`config.mk`:
```
export PLATFORM = sky130hd
export DESIGN_NAME = uart_receiver
export DESIGN_NICKNAME = d
export VERILOG_FILES = /design/src/rtl/uart_pkg.sv /design/src/rtl/uart_sync2.sv /design/src/rtl/uart_receiver.sv
export SDC_FILE = /design/constraint.sdc
export NUM_CORES = 1
export LEC_CHECK = 0
export CORE_UTILIZATION = 55
export DETAILED_ROUTE_END_ITERATION = 16
export PLACE_DENSITY = 0.74
export SYNTH_ARGS = -nofsm -noshare
export SYNTH_HDL_FRONTEND = slang
export SYNTH_HIERARCHICAL = 1
export SYNTH_SLANG_ARGS = --single-unit
```
`constraint.sdc`:
```
create_clock -name clk -period 2.7 [get_ports clk]
set_input_delay 0.54 -clock clk [delete_from_list [all_inputs] [get_ports clk]]
set_output_delay 0.54 -clock clk [all_outputs]
set_load 0.02 [all_outputs]
```
`src/rtl/uart_pkg.sv`:
```
// Shared UART definitions: receiver state encodings and the parity mode
// constants, also used by the transmitter.
package uart_pkg;

  typedef enum logic [2:0] {
    RX_IDLE   = 3'd0,
    RX_START  = 3'd1,
    RX_DATA   = 3'd2,
    RX_PARITY = 3'd3,
    RX_STOP   = 3'd4
  } rx_state_t;

  localparam logic [1:0] PARITY_NONE = 2'd0;
  localparam logic [1:0] PARITY_ODD  = 2'd1;
  localparam logic [1:0] PARITY_EVEN = 2'd2;

  // The unused encoding 3 behaves exactly like "no parity".
  function automatic logic [1:0] normalize_parity(input logic [1:0] mode);
    return (mode == 2'd3) ? PARITY_NONE : mode;
  endfunction

endpackage

```
`src/rtl/uart_sync2.sv`:
```
// Two-flop synchronizer for an asynchronous line that idles high.
// Both flops reset to 1 so that reset release never looks like a start bit.
module uart_sync2 (
  input  logic clk,
  input  logic rst,
  input  logic d,
  output logic q
);

  logic meta;

  // Two back-to-back flops to let metastability settle before the line is used.
  always_ff @(posedge clk or negedge rst) begin
    if (!rst) begin
      meta <= 1'b1;
      q    <= 1'b1;
    end else begin
      meta <= d;
      q    <= meta;
    end
  end

endmodule

```
`src/rtl/uart_receiver.sv`:
```
// UART receiver: start / DATA_BITS payload (LSB first) / optional parity / stop.
// Optional feature macro: RX_MAJORITY_VOTE_EN replaces each single-point
// sample with a 2-of-3 vote over neighbouring synchronized samples.
// DATA_BITS is expected to be at least 2.
module uart_receiver
  import uart_pkg::*;
#(
  parameter int COUNTS_PER_BIT  = 434,
  parameter int DATA_BITS       = 8,
  parameter int CLOCK_CTR_WIDTH = 32
) (
  input  logic                 clk,
  input  logic                 rst,
  input  logic                 serial_in,
  input  logic [1:0]           parity_type,
  output logic [DATA_BITS-1:0] data_out,
  output logic                 data_valid,
  output logic                 parity_error,
  output logic                 framing_error
);

  localparam int IDX_W = (DATA_BITS > 1) ? $clog2(DATA_BITS) : 1;
  localparam logic [IDX_W-1:0] LAST_IDX = IDX_W'(DATA_BITS - 1);
  localparam logic [CLOCK_CTR_WIDTH-1:0] BIT_END = CLOCK_CTR_WIDTH'(COUNTS_PER_BIT - 1);
  localparam logic [CLOCK_CTR_WIDTH-1:0] CTR_ONE = CLOCK_CTR_WIDTH'(1);

`ifdef RX_MAJORITY_VOTE_EN
  // The start-bit vote is centred on the mid point, so it can only be
  // resolved one cycle after the nominal mid-bit count.
  localparam logic [CLOCK_CTR_WIDTH-1:0] START_POINT = CLOCK_CTR_WIDTH'(COUNTS_PER_BIT / 2);
`else
  localparam logic [CLOCK_CTR_WIDTH-1:0] START_POINT = CLOCK_CTR_WIDTH'(COUNTS_PER_BIT / 2 - 1);
`endif

  logic                       rx_s;
  logic                       rx_prev;
  logic                       sample;

  rx_state_t                  state, state_next;
  logic [CLOCK_CTR_WIDTH-1:0] counter, counter_next;
  logic [IDX_W-1:0]           bit_idx, bit_idx_next;
  logic [DATA_BITS-1:0]       shift_reg, shift_reg_next;
  logic [1:0]                 parity_mode, parity_mode_next;
  logic                       parity_bad, parity_bad_next;
  logic                       expected_parity;
  logic [DATA_BITS-1:0]       data_out_next;
  logic                       data_valid_next;
  logic                       parity_error_next;
  logic                       framing_error_next;

  uart_sync2 u_sync (
    .clk (clk),
    .rst (rst),
    .d   (serial_in),
    .q   (rx_s)
  );

  // Remember the previous synchronized level so only a genuine 1->0 edge starts a frame.
  always_ff @(posedge clk or negedge rst) begin
    if (!rst) begin
      rx_prev <= 1'b1;
    end else begin
      rx_prev <= rx_s;
    end
  end

`ifdef RX_MAJORITY_VOTE_EN
  logic [1:0] vote_hist;

  // Keep the two most recent synchronized samples for the 2-of-3 vote.
  always_ff @(posedge clk or negedge rst) begin
    if (!rst) begin
      vote_hist <= 2'b11;
    end else begin
      vote_hist <= {vote_hist[0], rx_s};
    end
  end

  // Majority of the line at the current count and the two counts before it.
  always_comb begin
    sample = (vote_hist[1] & vote_hist[0]) |
             (vote_hist[1] & rx_s) |
             (vote_hist[0] & rx_s);
  end
`else
  // Single sample of the synchronized line at the decision point.
  always_comb begin
    sample = rx_s;
  end
`endif

  // Parity the received payload should carry for the mode latched at frame start.
  always_comb begin
    expected_parity = (parity_mode == PARITY_ODD) ? ~^shift_reg : ^shift_reg;
  end

  // State register plus all datapath and output registers of the receiver.
  always_ff @(posedge clk or negedge rst) begin
    if (!rst) begin
      state         <= RX_IDLE;
      counter       <= '0;
      bit_idx       <= '0;
      shift_reg     <= '0;
      parity_mode   <= PARITY_NONE;
      parity_bad    <= 1'b0;
      data_out      <= '0;
      data_valid    <= 1'b0;
      parity_error  <= 1'b0;
      framing_error <= 1'b0;
    end else begin
      state         <= state_next;
      counter       <= counter_next;
      bit_idx       <= bit_idx_next;
      shift_reg     <= shift_reg_next;
      parity_mode   <= parity_mode_next;
      parity_bad    <= parity_bad_next;
      data_out      <= data_out_next;
      data_valid    <= data_valid_next;
      parity_error  <= parity_error_next;
      framing_error <= framing_error_next;
    end
  end

  // Frame sequencing: bit timing, sampling, parity check and result publication.
  always_comb begin
    state_next         = state;
    counter_next       = counter;
    bit_idx_next       = bit_idx;
    shift_reg_next     = shift_reg;
    parity_mode_next   = parity_mode;
    parity_bad_next    = parity_bad;
    data_out_next      = data_out;
    data_valid_next    = 1'b0;
    parity_error_next  = parity_error;
    framing_error_next = framing_error;

    case (state)
      RX_IDLE: begin
        counter_next = '0;
        if (rx_prev && !rx_s) begin
          state_next       = RX_START;
          bit_idx_next     = '0;
          parity_bad_next  = 1'b0;
          parity_mode_next = normalize_parity(parity_type);
        end
      end

      RX_START: begin
        if (counter == START_POINT) begin
          counter_next = '0;
          state_next   = sample ? RX_IDLE : RX_DATA;
        end else begin
          counter_next = counter + CTR_ONE;
        end
      end

      RX_DATA: begin
        if (counter == BIT_END) begin
          counter_next   = '0;
          shift_reg_next = {sample, shift_reg[DATA_BITS-1:1]};
          if (bit_idx == LAST_IDX) begin
            bit_idx_next = '0;
            state_next   = (parity_mode != PARITY_NONE) ? RX_PARITY : RX_STOP;
          end else begin
            bit_idx_next = bit_idx + IDX_W'(1);
          end
        end else begin
          counter_next = counter + CTR_ONE;
        end
      end

      RX_PARITY: begin
        if (counter == BIT_END) begin
          counter_next    = '0;
          parity_bad_next = (sample != expected_parity);
          state_next      = RX_STOP;
        end else begin
          counter_next = counter + CTR_ONE;
        end
      end

      RX_STOP: begin
        if (counter == BIT_END) begin
          counter_next       = '0;
          data_out_next      = shift_reg;
          parity_error_next  = (parity_mode != PARITY_NONE) && parity_bad;
          framing_error_next = !sample;
          data_valid_next    = 1'b1;
          state_next         = RX_IDLE;
        end else begin
          counter_next = counter + CTR_ONE;
        end
      end

      default: begin
        state_next   = RX_IDLE;
        counter_next = '0;
      end
    endcase
  end

endmodule

```
# After elaboration in Yosys (flattened, before gate mapping)
# Index checks and enable logic that the tools add are counted.
# word_totals
ff_bits	63
latchBits	0
ramBits	0
mem_bits_ro	0
input_bits	5
output_inout_bits	11
elab_cells	70
memories	0
# classes
addsub	2
n_mul	0
div_mod_pow	0
order_cmp	0
eq_ne	16
n_shift	0
mux	23
bitwise	0
reduce_logical	16
# ops
op	count
32-bit 2-to-1 mux	2
32-bit case mux with 2 select lines	1
32-bit by 1-bit adder with 32-bit output, second input constant	1
32-bit by 8-bit == test with 1-bit output, second input constant	1
32-bit by 9-bit == test with 1-bit output, second input constant	1
3-bit 2-to-1 mux	10
3-bit case mux with 5 select lines	1
2-bit inequality test, second input constant	6
8-bit XNOR reduction	1
8-bit XOR reduction	1
3-bit by 2-bit == test with 1-bit output, second input constant	2
3-bit == test, second input constant	2
3-bit case mux with 2 select lines	1
2-bit AND reduction	3
3-bit AND reduction	2
6-bit AND reduction	1
2-bit nonzero test	3
1-bit 2-to-1 mux	5
2-bit 2-to-1 mux	2
3-bit by 1-bit adder with 3-bit output, second input constant	1
3-bit by 1-bit == test with 1-bit output, second input constant	1
3-bit logical NOT	1
3-bit OR reduction	1
2-bit by 1-bit == test with 1-bit output, second input constant	1
other kinds (5)	6

# Depth between registers and ports, before layout
# logic_depth
ltp_word	5
ltp_mapped	10
ltp_nobuf	8

# Cells and area by module
# The synthesis kept the hierarchy.
# by_module_without_submodules
mod	instances	cells_per_inst	area_per_inst_um2	seq_area_each_um2
uart_receiver	1	305	3067.9	1527.7
uart_sync2	1	2	52.6	52.6

# Worst setup path before layout
# OpenSTA, ideal clock, no wires.
# synth_path
path_type	register to register
startpoint	reg counter[1]
endpoint	reg shift_reg[4]
setup_ps	125
t_arrival_ps	2071
required_time_ps	2575
setup_slack_ps	504
stages_incl_launch_ff	10
n_path_buf	2
period_less_slack_ps	2196
cell_sequence	dfrtp_1 inv_1 ha_1 nand4_1 or4b_4 nor3_4 and3_1 buf_6 buf_12 mux2_4
# synth_between
elab_chain_cells	2
# synth_rtl
item	line	text
from (decl)	uart_receiver.sv:40	logic [CLOCK_CTR_WIDTH-1:0] counter, counter_next;
from (signal assigned)	uart_receiver.sv:112	counter <= counter_next;
32-bit by 9-bit == test with 1-bit output	uart_receiver.sv:158	if (counter == BIT_END) begin
2-bit AND reduction (no source line)	-	
to (signal assigned)	uart_receiver.sv:114	shift_reg <= shift_reg_next;
to (decl)	uart_receiver.sv:42	logic [DATA_BITS-1:0] shift_reg, shift_reg_next;
# No other way between the ends.
# A chain may end at the register's enable or synchronous reset.

# Worst setup path after layout
# layout_path
startpoint	reg counter[1]
endpoint	reg shift_reg[2]
# Same word-level chain as after synthesis.

==> metrics.txt <==
final setup fails 0; DIE HEIGHT 77.3 um; Fin. Hold Viols 0; Fillers 467; Hold Path Class in -> async; core footprint 5470 um^2; Bufs on Longest Clock Path 2; crit-path cells inv_1 > ha_1 > nand4_1 > or4b_4 > nor3_4 > and3_1 > mux2_2; die area 5980 um^2; max FFs per register 32; Place WS 281 ps; Warnings, synthesis 6; PortBufs 15; status finished, violations left; I/O pin cnt 16; Leak Pwr 1.54 nW; synthesized area 3120 um^2; GP Congestion 0.785; Synth cell types 44; worst skew pair latency 340 ps; post-CTS setup buffer count 0; first-pass GRT wire length 9850 um; area grow syn2layout 13.3%; RSZ-0062 raised after global routing no; Slew @ Worst Pin 769 ps; Max Slew Vio Count 0; max-cap viol count 0; Power Density 662 nW/um^2; Seq cells post-synth 63; DP HPWL 3790 um; crit end category register; fraction of synthesized cell area in xor and xnor cells 0.109; Power, Total 2.34 mW; area taken by multi-input logic gates 1440 um^2; worst-path maximum fanout 9; layout cells sized above 1 0.117; largest net degree at the start of global routing 64; WP data arrival 2650 ps; Detail Route Antenna Nets 0; peak supply drop 0.517 mV; Final TNS setup 0 ps; clock transition at the registers of the reported paths 70 ps; Highest Clock Rate 0.414 GHz; Worst path max stage delay 550 ps; ant diodes 0; Tcrit/Tclk final 0.895; Die W 77.3 um; TritonCTS Sinks 63; cell count after synthesis 307; Seq/Total Area, Yosys 0.506; largest family of logic cells by synthesized area simple AND/OR/NAND/NOR gates; setup ws final 282 ps; Starting DRT DRC Count 148; cts repair resizes 0; Vias/cell 5.34; slowest CP cell or4b_4; Storage cell area 1580 um^2; H-tree Lvls 3; Initial Util 0.570; CTS tree built; complex-gate fraction of the synthesized area 0.0361; Via Count 2,161; DRC viols 2; gr usage total 0.214; failing checks design-rule violations; Num CTS Buffers 9; Initial DRT Pass Iterations 10; Worst Path Required 2930 ps; Remaining Overflow, GRT 0; wire per inst 13.6 um; CP Class reg -> reg; multiplexer share of the synthesized area 0.0373; clk root buf clkbuf_8; fin nets 339; Adder-Cell Fraction of Synth Area 0.0241; DRT Wirelength 5490 um; initial antenna violation count 0; Post-Route Utilization 0.646; Final min period 2420 ps; vias in the first global route 2,201; simple-gate portion of the synthesized area 0.254; post-synthesis area per instance 10.2 um^2; # rows 27; syn_nets 318; Slew HR 0.487; Worst setup SP type register; Layout Skew 7.17 ps; cts hold-fix bufs 0
==> metrics by stage <==
step / hold WS [ps] / instance area, um^2 / instances
final: 355 / 3530 / 405
after global routing: 371 / 3530 / 405
after CTS: 373 / 3530 / 405
after detailed placement: 353 / 3330 / 389
after global placement: 351 / 3330 / 389
after floorplan: 244 / 3120 / 307
==> where the power goes <==
part,internal [mW],switching [mW]
clock,0.474,0.359
sequential,0.996,0.0787
combinational,0.172,0.262
total,1.64,0.699
==> layout make-up <==
cell class / count / share of cell area
clock inverters: 5 / 0.0159
clock buffers: 11 / 0.0428
multi-input cells: 227 / 0.407
inverters: 8 / 0.00850
well taps: 72 / 0.0255
flip-flops and latches: 63 / 0.447
repair buffers: 19 / 0.0531
==> cell usage after synthesis, drive strengths merged <==
| master | instances | area share |
|---|---|---|
| a2111oi | 2 | 0.0056 |
| and3 | 3 | 0.0060 |
| nand4b | 1 | 0.0028 |
| and4 | 3 | 0.0084 |
| xor2 | 12 | 0.034 |
| o41ai | 1 | 0.0028 |
| ha | 6 | 0.024 |
| a22o | 1 | 0.0028 |
| dfrtp | 60 | 0.48 |
| and2 | 2 | 0.0040 |
| nand2b | 2 | 0.0040 |
| and4b | 1 | 0.0032 |
| or4 | 1 | 0.0024 |
| nand4 | 11 | 0.024 |
| nor4b | 1 | 0.0076 |
| inv | 8 | 0.0096 |
| clkbuf | 2 | 0.0024 |
| a21oi | 1 | 0.0016 |
| o21bai | 1 | 0.0024 |
| nor2b | 3 | 0.0060 |
| mux2 | 9 | 0.037 |
| o21ai | 9 | 0.014 |
| dfstp | 3 | 0.025 |
| a21o | 1 | 0.0024 |
| nand2 | 48 | 0.058 |
| buf | 7 | 0.020 |
| o31ai | 1 | 0.0040 |
| nor3 | 11 | 0.023 |
| xnor2 | 27 | 0.076 |
| nor3b | 5 | 0.012 |
| nand3 | 12 | 0.019 |
| nor2 | 44 | 0.055 |
| nor4 | 7 | 0.014 |
| or4b | 1 | 0.0044 |
==> worst max-delay path: cells and delay by family (launching register included) <==
kind,cells,cell delay (ps)
AND/OR/NAND/NOR,4,1290
buffers and inverters,1,90
adder cells (fa/ha/maj),1,130
flip-flops,1,410
multiplexers,1,390
==> cell usage in the layout (no fill, tap or decap), types with 7 or more instances in the layout <==
master	n
clkbuf_8	11
clkdlybuf4s50_1	14
dfrtp_1	60
inv_1	8
nand2_1	48
nand3_1	12
nand4_1	10
nor2_1	43
nor3_1	9
nor4_1	7
o21ai_0	9
xnor2_1	27
xor2_1	12
==> final timing paths <==
| path | from | endpoint | slack [ps] | cells past startpoint |
|---|---|---|---|---|
| max reg2reg | counter[1] | shift_reg[2] | 280 | 7 |
| min | rst | bit_idx[2] | 360 | 2 |
| min in group clk | u_sync/meta | u_sync/q | 370 | 0 |
| max | counter[1] | shift_reg[2] | 280 | 7 |
| max in group asynchronous | rst | counter[5] | 1840 | 2 |
| min reg2reg | u_sync/meta | u_sync/q | 370 | 0 |
==> routing by layer <==
| metal | global-route usage | vias up | part of all wire |
|---|---|---|---|
| li1 | - | 1083 | - |
| met1 | 0.249 | 1034 | 0.45 |
| met2 | 0.361 | 37 | 0.50 |
| met3 | 0.0798 | 7 | 0.038 |
| met4 | 0.0755 | 0 | 0.013 |
| met5 | 0 | - | 0 |
==> cells by family (layout without fill, tap and decap cells) <==
kind of cell / count (synthesis) / after routing
AND/OR/NAND/NOR: 156 / 156
flip-flops: 63 / 63
XOR/XNOR: 39 / 39
AO/OA/AOI/OAI: 17 / 17
buffers and inverters: 17 / 43
multiplexers: 9 / 9
adder cells (fa/ha/maj): 6 / 6
(Power assumes the default switching activity.)
